## config.mk

```make
export PLATFORM = sky130hd
export DESIGN_NAME = alu_arbiter_flat
export DESIGN_NICKNAME = d
export VERILOG_FILES = /design/src/rtl/alu_arbiter_if.sv /design/src/rtl/alu_arbiter.sv /design/src/flat_wrapper.sv
export SDC_FILE = /design/constraint.sdc
export NUM_CORES = 1
export LEC_CHECK = 0
export BUFFER_PORTS_ARGS = -buffer_cell sky130_fd_sc_hd__buf_2
export CELL_PAD_IN_SITES_DETAIL_PLACEMENT = 0
export CELL_PAD_IN_SITES_GLOBAL_PLACEMENT = 1
export CORE_AREA = 2 2 163 165
export DETAILED_ROUTE_END_ITERATION = 10
export DIE_AREA = 0 0 165 167
export HOLD_SLACK_MARGIN = 0.06
export PLACE_DENSITY_LB_ADDON = 0.1
export SYNTH_ARGS = -nofsm -noshare
export SYNTH_HDL_FRONTEND = slang
export SYNTH_SLANG_ARGS = --single-unit
```

## constraint.sdc

```tcl
create_clock -name clk -period 2.4 [get_ports clk]
set_input_delay 0.12 -clock clk [delete_from_list [all_inputs] [get_ports clk]]
set_output_delay 0.12 -clock clk [all_outputs]
set_load 0.005 [all_outputs]
```

## src/rtl/alu_arbiter_if.sv

```systemverilog
// Handshake and ALU bundle shared by the requesters, the arbiter and the single ALU.
// slave: arbiter side; master: requesters, response sink and ALU side.
interface alu_arbiter_if #(
  parameter int N_REQ = 4,
  parameter int W     = 32
);
  localparam int ID_W = $clog2(N_REQ);

  logic [N_REQ-1:0]   req_valid;
  logic [N_REQ-1:0]   req_ready;
  logic [3*N_REQ-1:0] req_op;
  logic [W*N_REQ-1:0] req_a;
  logic [W*N_REQ-1:0] req_b;
  logic [2:0]         alu_op;
  logic [W-1:0]       alu_a;
  logic [W-1:0]       alu_b;
  logic [W-1:0]       alu_r;
  logic               alu_z;
  logic               rsp_valid;
  logic               rsp_ready;
  logic [ID_W-1:0]    rsp_id;
  logic [W-1:0]       rsp_r;
  logic               rsp_z;
  logic               rsp_err;

  modport slave (
    input  req_valid, req_op, req_a, req_b, alu_r, alu_z, rsp_ready,
    output req_ready, alu_op, alu_a, alu_b, rsp_valid, rsp_id, rsp_r, rsp_z, rsp_err
  );

  modport master (
    output req_valid, req_op, req_a, req_b, alu_r, alu_z, rsp_ready,
    input  req_ready, alu_op, alu_a, alu_b, rsp_valid, rsp_id, rsp_r, rsp_z, rsp_err
  );
endinterface

```

## src/rtl/alu_arbiter.sv

```systemverilog
// Round-robin arbiter sharing one combinational ALU, one operation in flight.
// Optional busy-cycle counter output stat_busy when ALU_ARB_STATS_EN is defined.
//
// state | meaning
// IDLE  | scan requesters from ptr, grant and latch the first valid one
// EXEC  | drive latched operands to the ALU; wait out cnt, then capture result
// RESP  | present tagged response until rsp_ready
module alu_arbiter #(
  parameter int N_REQ   = 4,
  parameter int W       = 32,
  parameter int MUL_LAT = 3
) (
  input logic clk,
  input logic rst,
  alu_arbiter_if.slave bus
`ifdef ALU_ARB_STATS_EN
  ,
  output logic [31:0] stat_busy
`endif
);
  localparam int ID_W  = $clog2(N_REQ);
  localparam int CNT_W = (MUL_LAT > 1) ? $clog2(MUL_LAT) : 1;
  localparam logic [2:0] OP_MUL = 3'b100;

  typedef enum logic [1:0] {IDLE, EXEC, RESP} state_t;

  state_t state, state_nxt;

  logic [ID_W-1:0]  ptr;
  logic [ID_W-1:0]  gnt_id;
  logic             gnt_found;
  logic [2:0]       sel_op;
  logic [W-1:0]     sel_a, sel_b;
  logic [2:0]       lat_op;
  logic [W-1:0]     lat_a, lat_b;
  logic [ID_W-1:0]  lat_id;
  logic [CNT_W-1:0] cnt;
  logic [ID_W-1:0]  rsp_id_q;
  logic [W-1:0]     rsp_r_q;
  logic             rsp_z_q;
  logic             rsp_err_q;

  // First valid requester at or after ptr, wrapping modulo N_REQ.
  always_comb begin
    int j;
    logic [ID_W-1:0] jj;
    gnt_found = 1'b0;
    gnt_id    = ptr;
    j         = 0;
    jj        = '0;
    for (int i = 0; i < N_REQ; i++) begin
      j  = (int'(ptr) + i) % N_REQ;
      jj = ID_W'(j);
      if (!gnt_found && bus.req_valid[jj]) begin
        gnt_found = 1'b1;
        gnt_id    = jj;
      end
    end
  end

  always_comb begin
    sel_op = '0;
    sel_a  = '0;
    sel_b  = '0;
    for (int i = 0; i < N_REQ; i++) begin
      if (gnt_id == ID_W'(i)) begin
        sel_op = bus.req_op[3*i +: 3];
        sel_a  = bus.req_a[W*i +: W];
        sel_b  = bus.req_b[W*i +: W];
      end
    end
  end

  always_ff @(posedge clk) begin
    if (rst) state <= IDLE;
    else     state <= state_nxt;
  end

  always_comb begin
    state_nxt = state;
    unique case (state)
      IDLE:    if (gnt_found)     state_nxt = EXEC;
      EXEC:    if (cnt == '0)     state_nxt = RESP;
      RESP:    if (bus.rsp_ready) state_nxt = IDLE;
      default:                    state_nxt = IDLE;
    endcase
  end

  // Grant is suppressed while rst is high so reset cycles never show a req_ready pulse.
  always_comb begin
    bus.req_ready = '0;
    bus.rsp_valid = 1'b0;
    case (state)
      IDLE:    if (gnt_found && !rst) bus.req_ready[gnt_id] = 1'b1;
      RESP:    bus.rsp_valid = 1'b1;
      default: ;
    endcase
  end

  always_ff @(posedge clk) begin
    if (rst) begin
      ptr       <= '0;
      lat_op    <= '0;
      lat_a     <= '0;
      lat_b     <= '0;
      lat_id    <= '0;
      cnt       <= '0;
      rsp_id_q  <= '0;
      rsp_r_q   <= '0;
      rsp_z_q   <= 1'b0;
      rsp_err_q <= 1'b0;
    end else begin
      case (state)
        IDLE: begin
          if (gnt_found) begin
            lat_op <= sel_op;
            lat_a  <= sel_a;
            lat_b  <= sel_b;
            lat_id <= gnt_id;
            cnt    <= (sel_op == OP_MUL) ? CNT_W'(MUL_LAT - 1) : '0;
          end
        end
        EXEC: begin
          if (cnt != '0) begin
            cnt <= cnt - 1'b1;
          end else begin
            rsp_id_q  <= lat_id;
            rsp_r_q   <= bus.alu_r;
            rsp_z_q   <= bus.alu_z;
            rsp_err_q <= (lat_op == 3'b000) || (lat_op == 3'b111);
          end
        end
        RESP: begin
          if (bus.rsp_ready) ptr <= (rsp_id_q == ID_W'(N_REQ - 1)) ? '0 : rsp_id_q + 1'b1;
        end
        default: ;
      endcase
    end
  end

  assign bus.alu_op  = lat_op;
  assign bus.alu_a   = lat_a;
  assign bus.alu_b   = lat_b;
  assign bus.rsp_id  = rsp_id_q;
  assign bus.rsp_r   = rsp_r_q;
  assign bus.rsp_z   = rsp_z_q;
  assign bus.rsp_err = rsp_err_q;

`ifdef ALU_ARB_STATS_EN
  always_ff @(posedge clk) begin
    if (rst)
      stat_busy <= '0;
    else if (state != IDLE && stat_busy != 32'hFFFF_FFFF)
      stat_busy <= stat_busy + 32'd1;
  end
`endif
endmodule

```

## src/flat_wrapper.sv

```systemverilog
// flat-port wrapper written by rule: the top's interface ports become plain ports
module alu_arbiter_flat 
#(
  parameter int N_REQ   = 4,
  parameter int W       = 32,
  parameter int MUL_LAT = 3
)
  (clk, rst, bus_req_valid, bus_req_op, bus_req_a, bus_req_b, bus_alu_r, bus_alu_z, bus_rsp_ready, bus_req_ready, bus_alu_op, bus_alu_a, bus_alu_b, bus_rsp_valid, bus_rsp_id, bus_rsp_r, bus_rsp_z, bus_rsp_err);
  alu_arbiter_if #(.N_REQ(N_REQ), .W(W)) bus_i ();
  input logic clk;
  input logic rst;
  input wire logic [$bits(bus_i.req_valid)-1:0] bus_req_valid;
  input wire logic [$bits(bus_i.req_op)-1:0] bus_req_op;
  input wire logic [$bits(bus_i.req_a)-1:0] bus_req_a;
  input wire logic [$bits(bus_i.req_b)-1:0] bus_req_b;
  input wire logic [$bits(bus_i.alu_r)-1:0] bus_alu_r;
  input wire logic [$bits(bus_i.alu_z)-1:0] bus_alu_z;
  input wire logic [$bits(bus_i.rsp_ready)-1:0] bus_rsp_ready;
  output wire logic [$bits(bus_i.req_ready)-1:0] bus_req_ready;
  output wire logic [$bits(bus_i.alu_op)-1:0] bus_alu_op;
  output wire logic [$bits(bus_i.alu_a)-1:0] bus_alu_a;
  output wire logic [$bits(bus_i.alu_b)-1:0] bus_alu_b;
  output wire logic [$bits(bus_i.rsp_valid)-1:0] bus_rsp_valid;
  output wire logic [$bits(bus_i.rsp_id)-1:0] bus_rsp_id;
  output wire logic [$bits(bus_i.rsp_r)-1:0] bus_rsp_r;
  output wire logic [$bits(bus_i.rsp_z)-1:0] bus_rsp_z;
  output wire logic [$bits(bus_i.rsp_err)-1:0] bus_rsp_err;
  assign bus_i.req_valid = bus_req_valid;
  assign bus_i.req_op = bus_req_op;
  assign bus_i.req_a = bus_req_a;
  assign bus_i.req_b = bus_req_b;
  assign bus_i.alu_r = bus_alu_r;
  assign bus_i.alu_z = bus_alu_z;
  assign bus_i.rsp_ready = bus_rsp_ready;
  assign bus_req_ready = bus_i.req_ready;
  assign bus_alu_op = bus_i.alu_op;
  assign bus_alu_a = bus_i.alu_a;
  assign bus_alu_b = bus_i.alu_b;
  assign bus_rsp_valid = bus_i.rsp_valid;
  assign bus_rsp_id = bus_i.rsp_id;
  assign bus_rsp_r = bus_i.rsp_r;
  assign bus_rsp_z = bus_i.rsp_z;
  assign bus_rsp_err = bus_i.rsp_err;
  alu_arbiter #(.N_REQ(N_REQ), .W(W), .MUL_LAT(MUL_LAT)) u_core (.clk(clk), .rst(rst), .bus(bus_i));
endmodule
```

==> reports/metrics.csv, run 1 <==
stage,metric,value,unit
detailed_routing,vias_per_cell,4.538,
setup_path,cpPeakStageDelay,0.70,ns
detailed_routing,drt_iter0_markers,329,
timing,rsz0062_at_grt,no,
timing,period_needed,2.234,ns
placement,dpl_cell_area,0.008367,mm^2
setup_path,required,2.28,ns
floorplanning,coreArea,0.02576,mm^2
detailed_routing,final_antenna_net_count,0,
final_layout,final_area,0.009057,mm^2
timing,fmax,447.6,MHz
detailed_routing,drcViolationCount,0,
setup_path,crit_type,flip-flop to output port,
timing,finalHoldViolations,0,
setup_path,crit_buf_inv,1,
flow_run,max_cap_violations,0,
setup_path,cp-start-kind,flip-flop,
timing,post-route-period-util,93.08,%
timing,holdWs,0.1201,ns
global_route,grt_pass1_wl,36930,um
min_path,hold_class,input pin to flip-flop,
final_layout,final.fill_count,2827,
synthesis,syn-instance-count,686,
timing,worst_pin_slew,0.4513,ns
detailed_routing,vias,6607,
synthesis,synth.distinct_cells,33,
floorplanning,die_area,0.02756,mm^2
detailed_routing,wl_per_cell,17.37,um
timing,setup_violations,0,
setup_path,path_max_fanout,12,
clocking,cts_sinks,111,
clocking,cts_buffers,9,
global_route,antenna_found_initial,5,
clocking,htree_levels,3,
synthesis,ys_seq_elements,111,
clocking,clk_latency,0.36,ns
final_layout,area_growth,52.40,%
power,peakVddDrop,0.3964,mV
setup_path,path_cells,"nand2b_1, o22ai_1, or3_2, nor3_1, buf_2",
synthesis,syn-cell-area,0.005943,mm^2
placement,dpl.hpwl,19170,um
synthesis,ys_warn_count,0,
timing,drv_slew,0,
floorplanning,ios,416,
floorplanning,start_util,23.07,%
floorplanning,die_h,167,um
final_layout,layout.nets,1421,
synthesis,synth.net_count,996,
clocking,cts_tree,built,
floorplanning,rows,59,
clocking,cts_root_buf,clkbuf_16,
synthesis,yosysSeqAreaShare,37.39,%
timing,skew,0.01576,ns
status,status,"finished, final reports clean",
setup_path,cp.arrival,2.11,ns
setup_path,worst_path_max_delay_cell,or3_2,
power,p_leak,4.278,nW
detailed_routing,wl,25300,um
setup_path,crit_family,simple AND/OR/NAND/NOR gates,
clocking,path_clk_slew,0.09,ns
floorplanning,die_x,165,um
global_route,grt_max_degree,41,
timing,relSlewSlack,69.49,%
global_route,grt_pass1_vias,6483,
synthesis,avgSynthCellArea,8.664,um^2
global_route,grt.total_usage,17.36,%
placement,place_congestion,0.7651,
timing,finalSetupTns,0,ns
setup_path,endpoint_kind,output port,
clocking,cts_buffer_depth,2,
power,p_per_area,614.9,mW/mm^2
detailed_routing,firstDrtPassIters,4,
placement,io_buffers,415,
final_layout,drive_gt1_share,41.67,%
global_route,grt_overflow,0,
## through the flow
stage	total power [W]	utilization, %	worst slack (ns)	cells
5_1_grt	0.005927	35.14	0.05148	1454
4_1_cts	0.005677	35.00	0.03491	1448
6_report	0.005570	35.16	0.1661	1456
2_1_floorplan	0.003179	-	0.4843	686
3_5_place_dp	0.004012	32.48	0.1586	1398
3_3_place_gp	0.004013	32.48	0.1904	1398
## tightest hold or removal path, cell delays in order
cell     delay (ns)
buf_2          0.08
mux2i_1        0.05
nand2_1        0.06
a32o_1         0.14
## final timing paths
check                      startpoint  cells after the start              endpoint  slack [ns]
hold / removal          bus_req_b[50]                      4  u_core.bus.alu_b[18]        0.12
setup reg to reg        u_core.ptr[0]                      8  u_core.bus.alu_a[21]        0.30
setup / recovery        u_core.ptr[1]                      5      bus_req_ready[1]        0.17
hold reg to reg   u_core.bus.rsp_r[7]                      2   u_core.bus.rsp_r[7]        0.46
## kinds of logic (layout without fill, tap and decap cells)
group	count (synthesis)	after routing	share of synthesized area [%]
simple gates	251	251	17.05
compound gates	126	126	16.57
buf+inv	63	493	6.147
other cells	0	5	0
flops	111	111	37.39
fa+ha+maj	2	2	0.4210
mux	133	133	22.42
## registers in the layout (all words and copies together), names as in the netlist
name	count
u_core.lat_id	2
u_core.state	2
u_core.bus.alu_b	32
u_core.bus.alu_op	3
u_core.ptr	2
u_core.bus.rsp_id	2
u_core.bus.rsp_r	32
u_core.bus.alu_a	32
u_core.bus.rsp_err	1
u_core.cnt	2
u_core.bus.rsp_z	1
## synthesized netlist by cell type (all sizes together)
master	n	area (um^2)
clkbuf	25	93.84
nor2b	3	18.77
nand2	209	784.5
a211oi	2	15.01
and2	1	6.260
mux2i	132	1321
a31oi	1	6.260
o21a	3	22.52
nand2b	5	31.28
dfxtp	111	2222
and3	2	12.51
or2	2	12.51
inv	3	11.26
ha	2	25.02
a32o	64	640.6
a21oi	47	235.2
a41o	1	10.01
a211o	2	17.52
nor2	10	37.54
nor4	1	6.260
o22ai	1	6.260
o21ai	3	15.01
a21o	1	7.510
mux2	1	11.26
nor4b	2	17.52
buf	35	260.3
a311oi	1	8.760
or3	5	31.28
nor3	9	45.04
nand3	2	10.01
## cells in the final DEF (no fill, tap or decap), types with 8 or more instances in the layout
cell and instances:
buf_2 415, nand2_1 209, mux2i_1 132, dfxtp_1 111
a32o_1 64, a21oi_1 47, dlygate4sd3_1 34, buf_4 18
clkbuf_16 9, nor3_1 8
## area by class of cell
cell class	instances	area, um^2	share of cell area [%]
Multi-Input combinational cell	512	3391	37.44
Timing Repair Buffer	474	2693	29.73
Sequential cell	111	2222	24.53
Tap cell	335	419.2	4.628
Clock buffer	9	225.2	2.487
Clock inverter	7	83.83	0.9255
Antenna cell	5	12.51	0.1381
Inverter	3	11.26	0.1243
## routing by layer
metal  up-vias  GRT usage, %  wire, um  share of wire, %
met2       219         32.32     13030                52
met1      3056         19.50     10190                40
met4         0         4.461       334               1.3
met5         -             0         0                 0
met3        20         4.184      1740               6.9
li1       3312             -         -                 -
## where the power goes
group | switching (W) | internal (W)
clock network | 0.000835 | 0.000750
logic | 0.000890 | 0.000851
registers | 0.000136 | 0.00211
total | 0.00186 | 0.00371
## timing repair
action,CTS,global route
endpoints found under the hold margin,35,0
gates resized for setup,0,1
endpoints found under the setup margin,0,3
buffers inserted,0,3
hold buffers,34,0
Note: power is estimated with default switching activity, not from simulation.
==> run 2: changes to the inputs <==
- GPL_TIMING_DRIVEN: not set -> 0
==> reports/metrics.csv, run 2 (synthesis results as in run 1) <==
stage,metric,value,unit
status,status,"finished, final reports clean",
min_path,hold_class,input pin to flip-flop,
floorplanning,die_x,165,um
timing,drv_slew,0,
setup_path,timing.rr.start,u_core.ptr[1],
clocking,cts_buffer_depth,2,
flow_run,max_cap_violations,0,
timing,post-route-period-util,94.55,%
global_route,grt.total_usage,18.86,%
floorplanning,die_h,167,um
timing,relSlewSlack,61.42,%
global_route,antenna_found_initial,5,
clocking,htree_levels,3,
clocking,cts_tree,built,
setup_path,cp-start-kind,flip-flop,
final_layout,drive_gt1_share,41.58,%
setup_path,required,2.28,ns
detailed_routing,wl_per_cell,18.08,um
final_layout,area_growth,54.53,%
final_layout,most-common-layout-cells,"buf_2, nand2_1, mux2i_1",
placement,place_congestion,0.7541,
timing,worst_pin_slew,0.5743,ns
min_path,hold_depth,4,
detailed_routing,vias_per_cell,4.481,
clocking,cts_root_buf,clkbuf_16,
min_path,min_from,bus_req_b[55],
timing,period_needed,2.269,ns
global_route,grt_pass1_vias,6601,
setup_path,path_max_fanout,10,
floorplanning,ios,416,
power,p_leak,4.338,nW
global_route,grt_pass1_wl,39250,um
setup_path,rrSetupSlack,0.14,ns
clocking,cts_buffers,9,
placement,dpl.hpwl,21220,um
final_layout,final.fill_count,2837,
detailed_routing,drt_iter0_markers,316,
timing,setup_violations,0,
setup_path,crit_type,flip-flop to output port,
detailed_routing,final_antenna_net_count,0,
setup_path,cp.arrival,2.15,ns
global_route,grt_overflow,0,
floorplanning,die_area,0.02756,mm^2
power,p_per_area,614.6,mW/mm^2
clocking,cts_setup_buffers,0,
final_layout,fin_util,35.65,%
timing,skew,0.01334,ns
clocking,clk_latency,0.37,ns
setup_path,r2r-end,u_core.bus.alu_a[2],
final_layout,layout_commonest_cell,buf_2,
setup_path,worstRegToRegCells,9,
final_layout,layout.nets,1457,
timing,finalHoldViolations,0,
floorplanning,coreArea,0.02576,mm^2
detailed_routing,vias,6681,
timing,rsz0062_at_grt,yes,
clocking,path_clk_slew,0.09,ns
power,peakVddDrop,0.2996,mV
detailed_routing,drcViolationCount,0,
timing,fmax,440.7,MHz
detailed_routing,firstDrtPassIters,4,
min_path,holdPathEnd,u_core.bus.alu_b[23],
detailed_routing,wl,26960,um
floorplanning,rows,59,
power,finalPower,0.005644,W
floorplanning,start_util,23.07,%
setup_path,endpoint_kind,output port,
clocking,cts_sinks,111,
global_route,grt_max_degree,24,
placement,io_buffers,415,
run 2: cell types whose count changed in the layout (fill, tap and decap cells not counted), moves of 4 or more:
cell	delta
mux2i_2	+4
clkbuf_1	+23
buf_12	-7
buf_4	-15
buf_6	+12
buf_1	+5
mux2i_1	-5
buf_2	+14
run 2: power breakdown:
| group | leakage (nW) | switching, W | internal [W] | total [W] |
|---|---|---|---|---|
| clock | 0.153 | 0.000849 | 0.000757 | 0.00161 |
| combinational | 3.27 | 0.000948 | 0.000854 | 0.00180 |
| sequential | 0.915 | 0.000127 | 0.00211 | 0.00224 |
| total | 4.34 | 0.00192 | 0.00372 | 0.00564 |
run 2: area by class of cell:
type                    instances  area (um^2)  share of cell area, %
diodes                          4        10.01                 0.1090
plain buffers                  60        370.4                  4.033
clock buffers                   9        225.2                  2.452
clock inverters                 7        88.84                 0.9673
inverters                       3        11.26                 0.1226
multi-input cells             512         3407                  37.10
flip-flops and latches        111         2225                  24.22
well taps                     335        419.2                  4.564
repair buffers                450         2427                  26.43
run 2: what timing repair did:
item / 4_1_cts / 5_1_grt
hold buffers: 35 / 0
gates cloned: 0 / 0
endpoints found under the setup margin: 71 / 20
resized for setup: 6 / 18
hold endpoints to repair: 36 / 0
run 2: worst max path at each step:
stage                              from              endpoint  slack [ns]  cells after the start
after floorplan           u_core.ptr[1]  u_core.bus.alu_b[25]        0.48                      9
after global placement    u_core.ptr[1]   u_core.bus.alu_a[4]       -0.21                      7
after detailed placement  u_core.ptr[1]   u_core.bus.alu_a[6]       -0.22                      7
after CTS                 u_core.ptr[0]      bus_req_ready[1]       0.005                      7
after global routing      u_core.ptr[1]      bus_req_ready[0]      -0.005                      7
final                     u_core.ptr[1]      bus_req_ready[1]        0.13                      7
run 2: critical path, cell delays in order (launching register included):
cell	delay, ns
dfxtp_2	0.38
nand2b_1	0.16
o22ai_1	0.12
or3_4	0.42
buf_4	0.19
clkbuf_4	0.20
nor3_1	0.17
buf_2	0.15
run 2: metal layers:
metal | track usage (%) | wire, um
met1 | 22.05 | 10960
met4 | 4.272 | 340
met5 | 0 | 11
met2 | 34.18 | 13680
met3 | 4.782 | 1967
run 2: metrics by stage:
| step | hold WS (ns) | setup slack (ns) | instance area (um^2) | std cells | TNS (ns) |
|---|---|---|---|---|---|
| 6_report | 0.1158 | 0.1308 | 9184 | 1491 | 0 |
| 5_1_grt | 0.1182 | -0.004690 | 9179 | 1489 | -0.004690 |
| 4_1_cts | 0.1019 | 0.005051 | 9116 | 1487 | 0 |
| 3_5_place_dp | 0.3668 | -0.2162 | 8439 | 1436 | -7.245 |
| 3_3_place_gp | 0.3619 | -0.2115 | 8439 | 1436 | -8.113 |
| 2_1_floorplan | 0.2560 | 0.4843 | 5943 | 686 | 0 |
